--- src/rtl/cdb_arbiter_if.sv ---
// Result-write bus between the functional units and the CDB arbiter:
// per-FU result handshake plus the registered CDB broadcast.
`ifndef ROB_SIZE
`define ROB_SIZE 4
`endif
`ifndef XLEN
`define XLEN 32
`endif

interface cdb_arbiter_if #(
  parameter int NUM_FU = 4,
  parameter int TAG_W  = `ROB_SIZE,
  parameter int DATA_W = `XLEN
);
  logic [NUM_FU-1:0]        fu_valid_i;
  logic [NUM_FU*TAG_W-1:0]  fu_tag_i;
  logic [NUM_FU*DATA_W-1:0] fu_value_i;
  logic [NUM_FU-1:0]        fu_ready_o;
  logic                     cdb_valid_o;
  logic [TAG_W-1:0]         cdb_tag_o;
  logic [DATA_W-1:0]        cdb_value_o;

  modport master (
    output fu_valid_i, fu_tag_i, fu_value_i,
    input  fu_ready_o, cdb_valid_o, cdb_tag_o, cdb_value_o
  );

  modport slave (
    input  fu_valid_i, fu_tag_i, fu_value_i,
    output fu_ready_o, cdb_valid_o, cdb_tag_o, cdb_value_o
  );
endinterface

--- src/rtl/cdb_arbiter.sv ---
// Round-robin arbiter sharing the ROB CDB write port among NUM_FU one-entry result buffers.
// Optional grant/conflict statistics counters enabled by defining CDB_ARB_STATS_EN.
`ifndef ROB_SIZE
`define ROB_SIZE 4
`endif
`ifndef XLEN
`define XLEN 32
`endif

module cdb_arbiter #(
  parameter int NUM_FU = 4,
  parameter int TAG_W  = `ROB_SIZE,
  parameter int DATA_W = `XLEN
) (
  input  logic          clk,
  input  logic          rst,
  input  logic          stall_i,
  input  logic          flush_i,
  cdb_arbiter_if.slave  bus
`ifdef CDB_ARB_STATS_EN
  ,
  output logic [31:0]   stat_grant_o,
  output logic [31:0]   stat_conflict_o
`endif
);

  localparam int unsigned N     = NUM_FU;
  localparam int unsigned PTR_W = (NUM_FU > 1) ? $clog2(NUM_FU) : 1;

  logic [NUM_FU-1:0] r_occ;
  logic [TAG_W-1:0]  r_tag [NUM_FU];
  logic [DATA_W-1:0] r_val [NUM_FU];
  logic [PTR_W-1:0]  r_ptr;
  logic              r_cdb_valid;
  logic [TAG_W-1:0]  r_cdb_tag;
  logic [DATA_W-1:0] r_cdb_value;

  logic [NUM_FU-1:0] w_grant;
  logic [NUM_FU-1:0] w_ready;
  logic [PTR_W-1:0]  w_win;
  logic              w_any;

  // Scan from the pointer, wrapping; the first occupied buffer wins.
  always_comb begin
    int unsigned idx;
    w_grant = '0;
    w_win   = '0;
    w_any   = 1'b0;
    idx     = 0;
    if (!stall_i && !flush_i) begin
      for (int unsigned k = 0; k < N; k++) begin
        idx = (int'(r_ptr) + k) % N;
        if (!w_any && r_occ[idx]) begin
          w_any        = 1'b1;
          w_win        = PTR_W'(idx);
          w_grant[idx] = 1'b1;
        end
      end
    end
  end

  assign w_ready = ~r_occ | w_grant;

  always_ff @(posedge clk or negedge rst) begin
    if (!rst) begin
      r_occ       <= '0;
      r_ptr       <= '0;
      r_cdb_valid <= 1'b0;
      r_cdb_tag   <= '0;
      r_cdb_value <= '0;
      for (int unsigned i = 0; i < N; i++) begin
        r_tag[i] <= '0;
        r_val[i] <= '0;
      end
    end else if (flush_i) begin
      r_occ       <= '0;
      r_ptr       <= '0;
      r_cdb_valid <= 1'b0;
    end else begin
      r_cdb_valid <= w_any;
      if (w_any) begin
        r_cdb_tag   <= r_tag[w_win];
        r_cdb_value <= r_val[w_win];
        r_ptr       <= (w_win == PTR_W'(N - 1)) ? '0 : w_win + 1'b1;
      end
      // A refill in the grant cycle wins over the free, keeping the buffer occupied.
      for (int unsigned i = 0; i < N; i++) begin
        if (bus.fu_valid_i[i] && w_ready[i]) begin
          r_occ[i] <= 1'b1;
          r_tag[i] <= bus.fu_tag_i[i*TAG_W +: TAG_W];
          r_val[i] <= bus.fu_value_i[i*DATA_W +: DATA_W];
        end else if (w_grant[i]) begin
          r_occ[i] <= 1'b0;
        end
      end
    end
  end

  assign bus.fu_ready_o  = w_ready;
  assign bus.cdb_valid_o = r_cdb_valid;
  assign bus.cdb_tag_o   = r_cdb_tag;
  assign bus.cdb_value_o = r_cdb_value;

`ifdef CDB_ARB_STATS_EN
  logic [31:0] r_stat_grant;
  logic [31:0] r_stat_conflict;
  logic        w_conflict;

  assign w_conflict = ($countones(r_occ) >= 2) && !stall_i && !flush_i;

  always_ff @(posedge clk or negedge rst) begin
    if (!rst) begin
      r_stat_grant    <= '0;
      r_stat_conflict <= '0;
    end else if (flush_i) begin
      r_stat_grant    <= '0;
      r_stat_conflict <= '0;
    end else begin
      if (w_any && (r_stat_grant != '1))
        r_stat_grant <= r_stat_grant + 32'd1;
      if (w_conflict && (r_stat_conflict != '1))
        r_stat_conflict <= r_stat_conflict + 32'd1;
    end
  end

  assign stat_grant_o    = r_stat_grant;
  assign stat_conflict_o = r_stat_conflict;
`endif

endmodule

--- src/flat_wrapper.sv ---
// flat-port wrapper written by rule: the top's interface ports become plain ports
module cdb_arbiter_flat 
#(
  parameter int NUM_FU = 4,
  parameter int TAG_W  = `ROB_SIZE,
  parameter int DATA_W = `XLEN
)
  (clk, rst, stall_i, flush_i, bus_fu_valid_i, bus_fu_tag_i, bus_fu_value_i, bus_fu_ready_o, bus_cdb_valid_o, bus_cdb_tag_o, bus_cdb_value_o);
  cdb_arbiter_if #(.NUM_FU(NUM_FU), .TAG_W(TAG_W), .DATA_W(DATA_W)) bus_i ();
  input  logic clk;
  input  logic rst;
  input  logic stall_i;
  input  logic flush_i;
  input wire logic [$bits(bus_i.fu_valid_i)-1:0] bus_fu_valid_i;
  input wire logic [$bits(bus_i.fu_tag_i)-1:0] bus_fu_tag_i;
  input wire logic [$bits(bus_i.fu_value_i)-1:0] bus_fu_value_i;
  output wire logic [$bits(bus_i.fu_ready_o)-1:0] bus_fu_ready_o;
  output wire logic [$bits(bus_i.cdb_valid_o)-1:0] bus_cdb_valid_o;
  output wire logic [$bits(bus_i.cdb_tag_o)-1:0] bus_cdb_tag_o;
  output wire logic [$bits(bus_i.cdb_value_o)-1:0] bus_cdb_value_o;
  assign bus_i.fu_valid_i = bus_fu_valid_i;
  assign bus_i.fu_tag_i = bus_fu_tag_i;
  assign bus_i.fu_value_i = bus_fu_value_i;
  assign bus_fu_ready_o = bus_i.fu_ready_o;
  assign bus_cdb_valid_o = bus_i.cdb_valid_o;
  assign bus_cdb_tag_o = bus_i.cdb_tag_o;
  assign bus_cdb_value_o = bus_i.cdb_value_o;
  cdb_arbiter #(.NUM_FU(NUM_FU), .TAG_W(TAG_W), .DATA_W(DATA_W)) u_core (.clk(clk), .rst(rst), .stall_i(stall_i), .flush_i(flush_i), .bus(bus_i));
endmodule
--- config.mk ---
export PLATFORM = sky130hd
export DESIGN_NAME = cdb_arbiter_flat
export DESIGN_NICKNAME = d
export VERILOG_FILES = /design/src/rtl/cdb_arbiter_if.sv /design/src/rtl/cdb_arbiter.sv /design/src/flat_wrapper.sv
export SDC_FILE = /design/constraint.sdc
export NUM_CORES = 1
export LEC_CHECK = 0
export BUFFER_PORTS_ARGS = -buffer_cell sky130_fd_sc_hd__buf_2
export CORE_ASPECT_RATIO = 1.2
export CORE_MARGIN = 1.5
export CORE_UTILIZATION = 28
export CTS_CLUSTER_SIZE = 28
export DETAILED_ROUTE_END_ITERATION = 10
export SLEW_MARGIN = 20
export SYNTH_ARGS = -nofsm -noshare
export SYNTH_HDL_FRONTEND = slang
export SYNTH_SLANG_ARGS = --single-unit
--- constraint.sdc ---
create_clock -name clk -period 5.3 [get_ports clk]
set_input_delay 1.06 -clock clk [delete_from_list [all_inputs] [get_ports clk]]
set_output_delay 1.06 -clock clk [all_outputs]
set_load 0.05 [all_outputs]
Yosys cells after proc, flatten, opt, wreduce, memory -nomap -nowiden

Index checks and enable logic that the tools add are counted.

Flip-flop bits (word level): 187
Bits of input ports: 152
Output and inout bits: 41
Logic and storage cells: 120

$add $sub $neg: 4
Magnitude comparators: 9
Equal/unequal tests: 1
Mux-type cells: 56
Bitwise logic cells: 7
Reductions and logical operators: 27

Operator list:

| kind                  | number |
|---|---|
| $bmux W32 S2          | 1 |
| $mux W32              | 2 |
| $mux W4               | 11 |
| $mux W1               | 25 |
| $mux W2               | 8 |
| $or A4 B4 Y4          | 4 |
| $logic_and A1 B1 Y1   | 12 |
| $lt A2 B3 Y1 const B  | 4 |
| $reduce_bool A3 Y1    | 4 |
| $reduce_and A2 Y1     | 5 |
| $bmux W1 S2           | 4 |
| $bmux W4 S2           | 1 |
| $demux W1 S2          | 4 |
| $ge A2 B1 Y1 const B  | 4 |
| $logic_not A1 Y1      | 5 |
| $add A2 B1 Y2 const B | 2 |
| $add A2 B2 Y2 const B | 2 |
| $not A4 Y4            | 1 |
| $ge A3 B3 Y1 const B  | 1 |
| $not A2 Y3            | 1 |
| $eq A2 B2 Y1 const B  | 1 |
| $reduce_bool A2 Y1    | 1 |
| $not A1 Y1            | 1 |

Logic depth before layout (Yosys ltp)

Depth in word-level cells: 20
Mapped depth: 11
Gate-level depth less buffers: 8

Worst setup path before layout

OpenSTA, ideal clock, no wires.

Path kind: flip-flop to output port
Start point: register u_core.r_ptr[0]
End point: output port bus_fu_ready_o[0]
Data arrival time: 3.068 ns
Required time: 4.240 ns
Slack: 1.172 ns
Stages on the path, launching flop included: 7
Path buffers: 1
Cell sequence: dfrtp_1 > buf_6 > inv_1 > ha_1 > o41ai_2 > a32oi_2 > o21ai_0

Cells in the longest elaborated chain, start to end: 17
Elaborated cells between the ends (all ways): 55
Classes of those cells: add/sub (3); order compare (8); mux (30); bitwise (4); reduce/logical (10)

Ends and longest elaborated chain:

| what                                                  | RTL line           | text |
|---|---|---|
| start: declaration                                    | cdb_arbiter.sv:33  | `logic [PTR_W-1:0] r_ptr;` |
| start signal: assignment                              | cdb_arbiter.sv:84  | `r_ptr <= (w_win == PTR_W'(N - 1)) ? '0 : w_win + 1'b1;` |
| branches (longest 14 deep; another with $lt A2 B3 Y1) | -                  |  |
| $mux W4 *                                             | cdb_arbiter.sv:53  | `if (!w_any && r_occ[idx]) begin` |
| $mux W4 *                                             | cdb_arbiter.sv:50  | `if (!stall_i && !flush_i) begin` |
| $or A4 B4 Y4 *                                        | cdb_arbiter.sv:62  | `assign w_ready = ~r_occ \| w_grant;` |
| end: declaration                                      | flat_wrapper.sv:17 | `output wire logic [$bits(bus_i.fu_ready_o)-1:0] bus_fu_ready_o;` |

Mark *: on every way between the ends. The select of a mux whose other input is x is not followed.

Worst setup path after layout

Start point: register u_core.r_ptr[0]
End point: output port bus_fu_ready_o[3]

Same word-level chain as after synthesis.

==> qor.csv <==
metric;value;unit
grt_max_degree;108;
syn_area;8927;um2
yosysWarnings;0;
whs_endpoint;u_core.r_val[31]$_DFFE_PN0P_;
synth_edf_count;0;
worstPathRequired;4240;ps
setup_violations;0;
cts_sinks;187;
port_buffers;192;
nNetsFinal;978;
max_slew.worst_pin.slew;1041;ps
grt_pass1_vias;6260;
path_cells;inv_1 -> ha_1 -> mux4_2 -> a221o_1 -> a32oi_2 -> o21ai_0 -> buf_2;
leakagePower;5.151;nW
hold_buffers;0;
wl_per_cell;19.14;um
die_w;166;um
post-route-period-util;0.8308;
vias;5811;
period_needed;4403;ps
critPathLaunch;u_core.r_ptr[0]$_DFFE_PN0P_;
maxCapViolations;0;
endpoint_kind;output port;
grt_usage;0.1478;
place_area;10260;um2
powerDensity;564.0;nW/um2
clock_skew;12.05;ps
r2r-start;u_core.r_ptr[0]$_DFFE_PN0P_;
p_total;6.117;mW
status;finished, final reports clean;
drt_iter0_drc;262;
area_growth_syn_to_layout;21.50;%
htreeDepth;4;
cts_setup_buffers;0;
die_area;32970;um2
drv_slew;0;
dieHeight;198.6;um
antenna_left;0;
synth_compound_area_frac;0.09811;
design_area;10850;um2
r2r_cells;8;
ys.flop_type;dfrtp_1;
cp.arrival;3340;ps
rsz0062_at_grt;false;
crit_family;compound AO/OA/AOI/OAI gates;
hold_class;register to register;
rows;71;
cp_max_fo;16;
synthXorXnorAreaFrac;0.0009811;
grt-ovfl-total;0;
hpwl;15.75;mm
clk_latency;440;ps
critPathKind;register to output port;
final_common_cell;buf_2;
layout-drive-gt1-share;0.4813;
routed_via_density;4.709;
worst_setup_path_start_kind;register;
drt_first_pass_iters;6;
synth_cell_type_count;40;
ctsResizeCount;0;
antenna_found_initial;2;
coreArea;31360;um2
pre_cts_slack;1202;ps
io_pins;193;
yosysSeqAreaShare;0.5242;
slowest_delay;700;ps
layout_common_cells;191 x buf_2, 187 x dfrtp_1, 120 x mux2_4;
drcViolationCount;0;
fmax;227.1;MHz
grt_pass1_wl;37.35;mm
hold_path_depth;1;
cts_buffer_depth;2;
ys_ff_latch;187;
synth_top_family_by_area;multiplexers;
fillCellCount;3104;
synth_fa_ha_area_frac;0.01121;
totalWireLength;23.62;mm
ys_async_sr_fraction;1.000;
gp_congestion;0.7894;
postLayoutSetupSlackWorst;897.0;ps
r2r-end;u_core.bus.cdb_tag_o[1]$_DFFE_PN0P_;
cts_made_buffers;17;
synth_nets;799;
cts_tree;built;
vdd_drop_max;260.4;uV
reg2reg_slack;1270;ps
synth-simple-area-share;0.04625;
synthesis.instances;639;
synth.avg_cell_area;13.97;um2
muxShareOfSynthArea;0.2838;
hold_viol;0;
fin_tns_setup;0;ps
relSlewSlack;0.3059;
cts_root_buf;clkbuf_16;
initial_core_util;0.2847;
worstPathBufferInverterCount;2;
clk_pin_slew;80;ps
holdCritStartpoint;u_core.r_val[31]$_DFFE_PN0P_;
cpMaxStageDelayCell;dfrtp_1;
[stage by stage]
stage,utilization,hold slack [ps],std cells
2_1_floorplan,-,472.9,639
3_3_place_gp,0.3268,491.2,1199
3_5_place_dp,0.3272,493.7,1200
4_1_cts,0.3457,512.5,1232
5_1_grt,0.3459,521.8,1234
6_report,0.3459,505.6,1234
[area by class of cell]
class                           instances  area [um2]  area share
Antenna cell                            2       5.005   0.0004614
Clock buffer                           17       425.4     0.03922
Clock inverter                         15       156.4     0.01442
Inverter                                8       30.03    0.002768
Multi-Input combinational cell        401        3980      0.3669
Sequential cell                       187        4679      0.4314
Tap cell                              401       501.7     0.04626
Timing Repair Buffer                  203        1069     0.09851
[Yosys cell counts (2+ instances only)]
master | number | area [um2]
buf_2 | 10 | 50.05
or2_1 | 2 | 12.51
nor2_1 | 40 | 150.1
a21o_1 | 2 | 15.01
buf_6 | 13 | 146.4
mux4_2 | 4 | 90.09
ha_1 | 8 | 100.1
a32oi_2 | 4 | 65.06
mux2_4 | 120 | 1802
clkbuf_1 | 15 | 56.30
dfrtp_1 | 187 | 4679
mux2_2 | 25 | 281.5
a21oi_1 | 40 | 200.2
a221oi_1 | 36 | 315.3
a221o_1 | 4 | 40.04
inv_1 | 8 | 30.03
buf_4 | 4 | 30.03
nand2b_1 | 6 | 37.54
o21ai_0 | 12 | 60.06
nand2_1 | 41 | 153.9
mux2i_1 | 36 | 360.4
o32ai_4 | 4 | 110.1
[sequential cells by signal, summed over array words and instances, names as in the netlist]
signal,flops
u_core.bus.cdb_tag_o,4
u_core.bus.cdb_value_o,32
u_core.r_ptr,2
u_core.r_tag,16
u_core.r_occ,4
u_core.bus.cdb_valid_o,1
u_core.r_val,128
[worst max path at each step]
stage                                               end  slack (ps)  cells past startpoint
finish                                bus_fu_ready_o[3]         900                      7
global route                          bus_fu_ready_o[3]         690                      7
CTS                                   bus_fu_ready_o[3]         870                      7
detailed placement  u_core.bus.cdb_tag_o[3]$_DFFE_PN0P_        1200                      8
global placement    u_core.bus.cdb_tag_o[3]$_DFFE_PN0P_        1400                      8
floorplan                             bus_fu_ready_o[0]        1170                      6
[metal layers]
metal	share of wire	vias up	track usage	wire length, um
li1	-	2695	-	-
met1	0.45	2945	0.1915	10570
met2	0.50	149	0.2480	11750
met3	0.037	22	0.02865	880
met4	0.018	0	0.04805	415
met5	0	-	0	0
[report_power, final]
group          internal (mW)  total, mW  switching, mW
Clock                  0.666       1.29          0.619
Combinational           1.11       2.43           1.32
Sequential              2.02       2.40          0.381
Total                   3.80       6.12           2.32
[logic make-up after synthesis]
family,count (synthesis)
flip-flops,187
AND/OR/NAND/NOR,97
adder cells (fa/ha/maj),8
XOR/XNOR,1
buffers and inverters,51
AO/OA/AOI/OAI,110
multiplexers,185
No activity file was read; power rests on OpenSTA's default activity.
